`config.mk`:
```
export PLATFORM = sky130hd
export DESIGN_NAME = ff_excitation_driver_flat
export DESIGN_NICKNAME = d
export VERILOG_FILES = /design/src/rtl/ff_excitation_driver_if.sv /design/src/rtl/ff_excitation_driver.sv /design/src/flat_wrapper.sv
export SDC_FILE = /design/constraint.sdc
export NUM_CORES = 1
export LEC_CHECK = 0
export CORE_MARGIN = 1
export CORE_UTILIZATION = 35
export CTS_CLUSTER_SIZE = 12
export DETAILED_ROUTE_END_ITERATION = 8
export MAX_ROUTING_LAYER = met4
export PLACE_DENSITY = 0.78
export SYNTH_ARGS = -nofsm -noshare
export SYNTH_HDL_FRONTEND = slang
export SYNTH_SLANG_ARGS = --single-unit
```
`constraint.sdc`:
```
create_clock -name clk -period 3 [get_ports clk]
set_clock_uncertainty 0.05 [all_clocks]
set_input_delay 0.45 -clock clk [delete_from_list [all_inputs] [get_ports clk]]
set_output_delay 0.45 -clock clk [all_outputs]
set_load 0.05 [all_outputs]
```
`src/rtl/ff_excitation_driver_if.sv`:
```
// Purpose: target/excitation/verdict bundle between a stimulus source and ff_excitation_driver.
// Ports: tgt_valid/tgt_ready/tgt_data/mode (target handshake), q_fb (bank readback),
//        d/t/j/k/s/r_out + drv_valid (excitation), done/mismatch (verdict pulses).
interface ff_excitation_driver_if #(
  parameter int WIDTH = 4
);
  logic             tgt_valid;
  logic             tgt_ready;
  logic [WIDTH-1:0] tgt_data;
  logic [1:0]       mode;
  logic [WIDTH-1:0] q_fb;
  logic [WIDTH-1:0] d_out;
  logic [WIDTH-1:0] t_out;
  logic [WIDTH-1:0] j_out;
  logic [WIDTH-1:0] k_out;
  logic [WIDTH-1:0] s_out;
  logic [WIDTH-1:0] r_out;
  logic             drv_valid;
  logic             done;
  logic             mismatch;

  // master: the side that issues targets and owns the flop bank
  modport master (
    output tgt_valid, tgt_data, mode, q_fb,
    input  tgt_ready, d_out, t_out, j_out, k_out, s_out, r_out,
    input  drv_valid, done, mismatch
  );

  // slave: the excitation driver itself
  modport slave (
    input  tgt_valid, tgt_data, mode, q_fb,
    output tgt_ready, d_out, t_out, j_out, k_out, s_out, r_out,
    output drv_valid, done, mismatch
  );
endinterface

```
`src/rtl/ff_excitation_driver.sv`:
```
// Purpose: turns target next-state words into D/T/JK/SR excitation for an external flop bank,
//          then reads the bank back and reports done/mismatch, counting mismatches (saturating).
// Latency/backpressure: accept at edge N, drive in cycle N..N+1, verdict in N+1..N+2; one target
//          per 3 cycles, tgt_ready low while driving and checking.
// Ports: clk, rst_n (async active-low), bus (slave modport), err_clr (sync clear), err_count.
module ff_excitation_driver #(
  parameter int WIDTH = 4,
  parameter int CNT_W = 8
) (
  input  logic                  clk,
  input  logic                  rst_n,
  ff_excitation_driver_if.slave bus,
  input  logic                  err_clr,
  output logic [CNT_W-1:0]      err_count
);

  localparam logic [1:0] MODE_D  = 2'b00;
  localparam logic [1:0] MODE_T  = 2'b01;
  localparam logic [1:0] MODE_JK = 2'b10;
  localparam logic [1:0] MODE_SR = 2'b11;

  typedef enum logic [1:0] {
    IDLE  = 2'd0,
    DRIVE = 2'd1,
    CHECK = 2'd2
  } state_t;

  state_t           state;
  state_t           state_nxt;
  logic [WIDTH-1:0] tgt_reg;
  logic [1:0]       mode_reg;

  always_ff @(posedge clk or negedge rst_n) begin
    if (!rst_n) begin
      state    <= IDLE;
      tgt_reg  <= '0;
      mode_reg <= MODE_D;
    end else begin
      state <= state_nxt;
      if (state == IDLE && bus.tgt_valid) begin
        tgt_reg  <= bus.tgt_data;
        mode_reg <= bus.mode;
      end
    end
  end

  // Clear has priority over a coincident mismatch increment.
  always_ff @(posedge clk or negedge rst_n) begin
    if (!rst_n) begin
      err_count <= '0;
    end else if (err_clr) begin
      err_count <= '0;
    end else if (bus.mismatch && (err_count != {CNT_W{1'b1}})) begin
      err_count <= err_count + 1'b1;
    end
  end

  always_comb begin
    // Hold encoding: D re-loads the current Q, every other bus is inactive.
    state_nxt     = state;
    bus.tgt_ready = 1'b0;
    bus.drv_valid = 1'b0;
    bus.done      = 1'b0;
    bus.mismatch  = 1'b0;
    bus.d_out     = bus.q_fb;
    bus.t_out     = '0;
    bus.j_out     = '0;
    bus.k_out     = '0;
    bus.s_out     = '0;
    bus.r_out     = '0;

    case (state)
      IDLE: begin
        bus.tgt_ready = 1'b1;
        if (bus.tgt_valid) state_nxt = DRIVE;
      end
      DRIVE: begin
        bus.drv_valid = 1'b1;
        // JK and SR use the same set/reset split; JK don't-cares are driven as 0,
        // which also keeps S and R mutually exclusive per bit.
        case (mode_reg)
          MODE_D:  bus.d_out = tgt_reg;
          MODE_T:  bus.t_out = bus.q_fb ^ tgt_reg;
          MODE_JK: begin
            bus.j_out = tgt_reg & ~bus.q_fb;
            bus.k_out = ~tgt_reg & bus.q_fb;
          end
          MODE_SR: begin
            bus.s_out = tgt_reg & ~bus.q_fb;
            bus.r_out = ~tgt_reg & bus.q_fb;
          end
          default: bus.d_out = bus.q_fb;
        endcase
        state_nxt = CHECK;
      end
      CHECK: begin
        bus.done     = (bus.q_fb == tgt_reg);
        bus.mismatch = (bus.q_fb != tgt_reg);
        state_nxt    = IDLE;
      end
      default: state_nxt = IDLE;
    endcase
  end

endmodule

```
`src/flat_wrapper.sv`:
```
// flat-port wrapper written by rule: the top's interface ports become plain ports
module ff_excitation_driver_flat 
#(
  parameter int WIDTH = 4,
  parameter int CNT_W = 8
)
  (clk, rst_n, err_clr, err_count, bus_tgt_valid, bus_tgt_data, bus_mode, bus_q_fb, bus_tgt_ready, bus_d_out, bus_t_out, bus_j_out, bus_k_out, bus_s_out, bus_r_out, bus_drv_valid, bus_done, bus_mismatch);
  ff_excitation_driver_if #(.WIDTH(WIDTH)) bus_i ();
  input  logic clk;
  input  logic rst_n;
  input  logic err_clr;
  output logic [CNT_W-1:0] err_count;
  input wire logic [$bits(bus_i.tgt_valid)-1:0] bus_tgt_valid;
  input wire logic [$bits(bus_i.tgt_data)-1:0] bus_tgt_data;
  input wire logic [$bits(bus_i.mode)-1:0] bus_mode;
  input wire logic [$bits(bus_i.q_fb)-1:0] bus_q_fb;
  output wire logic [$bits(bus_i.tgt_ready)-1:0] bus_tgt_ready;
  output wire logic [$bits(bus_i.d_out)-1:0] bus_d_out;
  output wire logic [$bits(bus_i.t_out)-1:0] bus_t_out;
  output wire logic [$bits(bus_i.j_out)-1:0] bus_j_out;
  output wire logic [$bits(bus_i.k_out)-1:0] bus_k_out;
  output wire logic [$bits(bus_i.s_out)-1:0] bus_s_out;
  output wire logic [$bits(bus_i.r_out)-1:0] bus_r_out;
  output wire logic [$bits(bus_i.drv_valid)-1:0] bus_drv_valid;
  output wire logic [$bits(bus_i.done)-1:0] bus_done;
  output wire logic [$bits(bus_i.mismatch)-1:0] bus_mismatch;
  assign bus_i.tgt_valid = bus_tgt_valid;
  assign bus_i.tgt_data = bus_tgt_data;
  assign bus_i.mode = bus_mode;
  assign bus_i.q_fb = bus_q_fb;
  assign bus_tgt_ready = bus_i.tgt_ready;
  assign bus_d_out = bus_i.d_out;
  assign bus_t_out = bus_i.t_out;
  assign bus_j_out = bus_i.j_out;
  assign bus_k_out = bus_i.k_out;
  assign bus_s_out = bus_i.s_out;
  assign bus_r_out = bus_i.r_out;
  assign bus_drv_valid = bus_i.drv_valid;
  assign bus_done = bus_i.done;
  assign bus_mismatch = bus_i.mismatch;
  ff_excitation_driver #(.WIDTH(WIDTH), .CNT_W(CNT_W)) u_core (.clk(clk), .rst_n(rst_n), .bus(bus_i), .err_clr(err_clr), .err_count(err_count));
endmodule
```
# ---- After elaboration in Yosys (flattened, before gate mapping)
# Index checks and enable logic that the tools add are counted.
dict set report op_classes {
  add_sub_neg 1
  muxes 20
  n_reduce_logical 5
  bitwise_logic 5
  eq_ne 9
}
# op count
set op_table {}
lappend op_table {{4-bit two-way mux} 12}
lappend op_table {{8-bit two-way mux} 2}
lappend op_table {{8-bit by 1-bit adder with 8-bit output, second input constant} 1}
lappend op_table {{4-bit bitwise AND} 2}
lappend op_table {{8-bit != test, second input constant} 1}
lappend op_table {{4-bit inverter} 2}
lappend op_table {{2-bit == test, second input constant} 3}
lappend op_table {{2-bit by 1-bit == test with 1-bit output, second input constant} 2}
lappend op_table {{4-bit == test} 1}
lappend op_table {{2-bit logical NOT} 2}
lappend op_table {{1-bit two-way mux} 4}
lappend op_table {{4-bit != test} 1}
lappend op_table {{2-bit case mux with 2 select lines} 1}
lappend op_table {{4-bit XOR} 1}
lappend op_table {{1-bit logical AND} 2}
lappend op_table {{2-bit two-way mux} 1}
lappend op_table {{2-bit != test, second input constant} 1}
lappend op_table {{2-bit nonzero test} 1}
dict set report word_totals {
  in_bits 14
  wordCells 44
  regBits 16
  out_inout_bits 36
}

# ---- Longest topological paths before layout
dict set report depth {
  depth_word 5
  depth_mapped 8
  ltp_nobuf 7
}

# ---- Least setup slack after synthesis
# No wires, ideal clock.
dict set report synth_path {
  kind {register to output}
  startpoint {register u_core.state[1]}
  endpoint {output port bus_r_out[0]}
  stages_incl_launch_ff 6
  path_buffers 2
  path_slack_ns 0.271
  t_arrival_ns 2.229
  required_ns 2.500
  cell_sequence {dfrtp_1 and2b_2 clkbuf_1 clkbuf_1 nand2_1 nor2_1}
}
dict set report synth_via {
  elab_chain_cells 2
}
# item line_no
set synth_rtl {}
lappend synth_rtl {{start, declared} ff_excitation_driver.sv:28} ;# state_t state;
lappend synth_rtl {{start signal, assigned} ff_excitation_driver.sv:39} ;# state <= state_nxt;
lappend synth_rtl {{2-bit by 1-bit == test with 1-bit output} ff_excitation_driver.sv:72} ;# case (state)
lappend synth_rtl {{4-bit two-way mux} ff_excitation_driver.sv:72}
lappend synth_rtl {{end, declared} flat_wrapper.sv:23} ;# output wire logic [$bits(bus_i.r_out)-1:0] bus_r_out;
# No other way between the ends.

# ---- Final worst setup path
dict set report layout_path {
  startpoint {register u_core.state[1]}
  endpoint {output port bus_k_out[2]}
}
dict set report layout_via {
  elab_chain_cells 2
}
# item line_no
set layout_rtl {}
lappend layout_rtl {{2-bit by 1-bit == test with 1-bit output} ff_excitation_driver.sv:72}
lappend layout_rtl {{4-bit two-way mux} ff_excitation_driver.sv:72}
lappend layout_rtl {{end, declared} flat_wrapper.sv:21} ;# output wire logic [$bits(bus_i.k_out)-1:0] bus_k_out;
# No other way between the ends.

==> flow_summary.yaml <==
floorplanning:
  die_w_microns: 58.44
  initial_utilization: 0.3682
  die_h_microns: 58.44
  placeableCoreArea_sq_um: 3028
  fp-row-count: 20
  die_area_sq_um: 3415
  num_io_pins: 50
cts:
  cts_hold_buf: 0
  htree_levels: 1
  cts_tree: "built"
  clk_latency_ns: 0.29
  clk_pin_slew_ns: 0.10
  cts_buffer_depth: 2
  numCtsBuffers: 3
  cts-root-buf: "clkbuf_4"
  numClockSinks: 16
  cts_resized: 0
  post_cts_buffers: 0
sta:
  worst_slew_pin_slew_ns: 0.6902
  hold_violations: 0
  fmax_ghz: 0.3791
  final.setup.worst_slack_ns: 0.3624
  timing.setup.tns_ns: 0
  rsz0062_at_grt: "no"
  period_needed_ns: 2.638
  hold_ws_ns: 0.5175
  period_share: 0.8792
  finalSetupViolCount: 0
  slew_headroom: 0.5384
  slew_violations: 0
drt:
  vias: 1077
  post-route-drc-count: 0
  antenna_left: 0
  wirelength_microns: 2689
  routed_via_density: 4.787
  drt_pass1_iterations: 3
  wl_per_cell_microns: 11.95
  drt_iter0_drc: 94
critical_path:
  arrival_ns: 2.14
  critPathLaunchType: "flip-flop"
  cp_slowest_cell: "clkdlybuf4s50_1"
  worstPathRequired_ns: 2.50
  crit_chain: "and2b_2 > and3_1 > clkdlybuf4s50_1"
  regToRegEndpoint: "u_core.err_count[5]$_DFFE_PN0P_"
  slowest_delay_ns: 0.80
  cp_max_fo: 19
  rrSetupSlack_ns: 1.11
  cp-startpoint: "u_core.state[1]$_DFFE_PN0P_"
  r2r-start: "u_core.tgt_reg[1]$_DFFE_PN0P_"
  cp-end-kind: "output port"
  crit_type: "flip-flop to output port"
  r2r_cells: 5
cells_and_area:
  largest_register_ffs: 8
  syn_to_final_growth_pct: 49.72
  final_util: 0.5512
  fin_cells: 225
  drive_gt1_frac: 0.1326
  nets: 205
  insertedDiodeCount: 0
  final_area_sq_um: 1669
grt:
  grt_overflow: 0
  grt_start_max_net_pins: 20
  first_global_vias: 1000
  grt_usage: 0.1748
  grt_pass1_wl_microns: 4464
  antenna_found_initial: 0
placement:
  place_area_sq_um: 1633
  dp.cells: 221
  finalWeightedCongestion: 0.8096
  port_buffers: 49
  dp_slack_ns: 0.4185
  hpwlAfterDp_microns: 2147
power_and_ir_drop:
  p_total_uw: 715.5
  power_density_nw_per_um2: 428.7
  ir_drop_uv: 291.9
  p_leak_nw: 0.7257
yosys:
  ys_seq_elements: 16
  yosysUniqueCellTypes: 31
  synth.avg_cell_area_sq_um: 8.382
  syn_inst: 133
  ys_warn_count: 0
  syn_area_sq_um: 1115
  seq_area_frac_synth: 0.3591
  synth_nets: 156
run_status:
  outcome: "completed"
worst_hold_path:
  hp-class: "input pin to asynchronous set/reset pin"
run:
  cap_violations: 0
==> cells in the mapped netlist, drive strengths merged <==
library cell / n / share of area
a21oi: 4 / 0.018
and2: 1 / 0.0056
and2b: 2 / 0.016
and3: 8 / 0.045
and4: 1 / 0.0079
buf: 3 / 0.018
clkbuf: 2 / 0.0067
dfrtp: 16 / 0.36
ha: 9 / 0.10
inv: 12 / 0.040
mux2: 3 / 0.030
mux2i: 2 / 0.018
nand2: 19 / 0.064
nand2b: 2 / 0.025
nand3: 2 / 0.0090
nand3b: 2 / 0.013
nand4: 2 / 0.011
nor2: 17 / 0.057
nor2b: 2 / 0.011
nor3: 1 / 0.0090
nor3b: 1 / 0.011
nor4: 2 / 0.011
nor4b: 1 / 0.0079
o21ai: 12 / 0.054
o311ai: 1 / 0.0079
o31ai: 1 / 0.0067
o41ai: 2 / 0.016
or3: 1 / 0.0067
or4: 2 / 0.013
==> power breakdown <==
| group | internal (mW) | switching [mW] |
|---|---|---|
| Sequential | 0.241 | 0.0272 |
| Combinational | 0.110 | 0.193 |
| Clock | 0.0738 | 0.0708 |
| Total | 0.425 | 0.291 |
==> critical path: cells and delay by family, from the launching register on <==
kind	cells	cell delay, ns
simple gates	2	0.61
flops	1	0.44
buf+inv	1	0.80
==> cell families (layout without fill, tap and decap cells) <==
group / count (synthesis) / after routing / synth area share
simple gates: 66 / 66 / 0.3244
buf+inv: 17 / 65 / 0.06509
flops: 16 / 16 / 0.3591
compound gates: 20 / 20 / 0.1021
mux: 5 / 5 / 0.04826
fa+ha+maj: 9 / 9 / 0.1010
==> cells in the final DEF (no fill, tap or decap), drive strengths merged, types with 3 or more instances in the layout <==
| cell | count |
|---|---|
| nor2 | 17 |
| inv | 12 |
| o21ai | 12 |
| ha | 9 |
| clkbuf | 4 |
| buf | 10 |
| a21oi | 4 |
| mux2 | 3 |
| dfrtp | 16 |
| clkdlybuf4s50 | 39 |
| and3 | 8 |
| nand2 | 19 |
==> metal layers <==
layer  share of wire  vias up  wire [microns]  GRT usage
li1                -      552               -          -
met1            0.45      489            1219     0.2197
met2            0.50       34            1334     0.2906
met3           0.043        2             116    0.02418
met4          0.0071        0              19    0.05782
met5               0        -               0          -
==> how the worst max path moves through the flow <==
stage / to / slack [ns] / cells after the start
after global placement: bus_s_out[3] / 0.44 / 6
after CTS: bus_k_out[2] / 0.34 / 3
after detailed placement: bus_r_out[0] / 0.42 / 5
final: bus_k_out[2] / 0.36 / 3
after global routing: bus_j_out[0] / 0.21 / 3
after floorplan: bus_r_out[0] / 0.27 / 5
==> area by class of cell <==
| type | count | area (sq um) |
|---|---|---|
| inverters | 12 | 45.04 |
| repair buffers | 49 | 490.5 |
| multi-input cells | 100 | 641.9 |
| flip-flops and latches | 16 | 400.4 |
| fillers | 293 | 1359 |
| clock buffers | 4 | 36.28 |
| well taps | 44 | 55.05 |
Note: power is estimated with default switching activity, not from simulation.
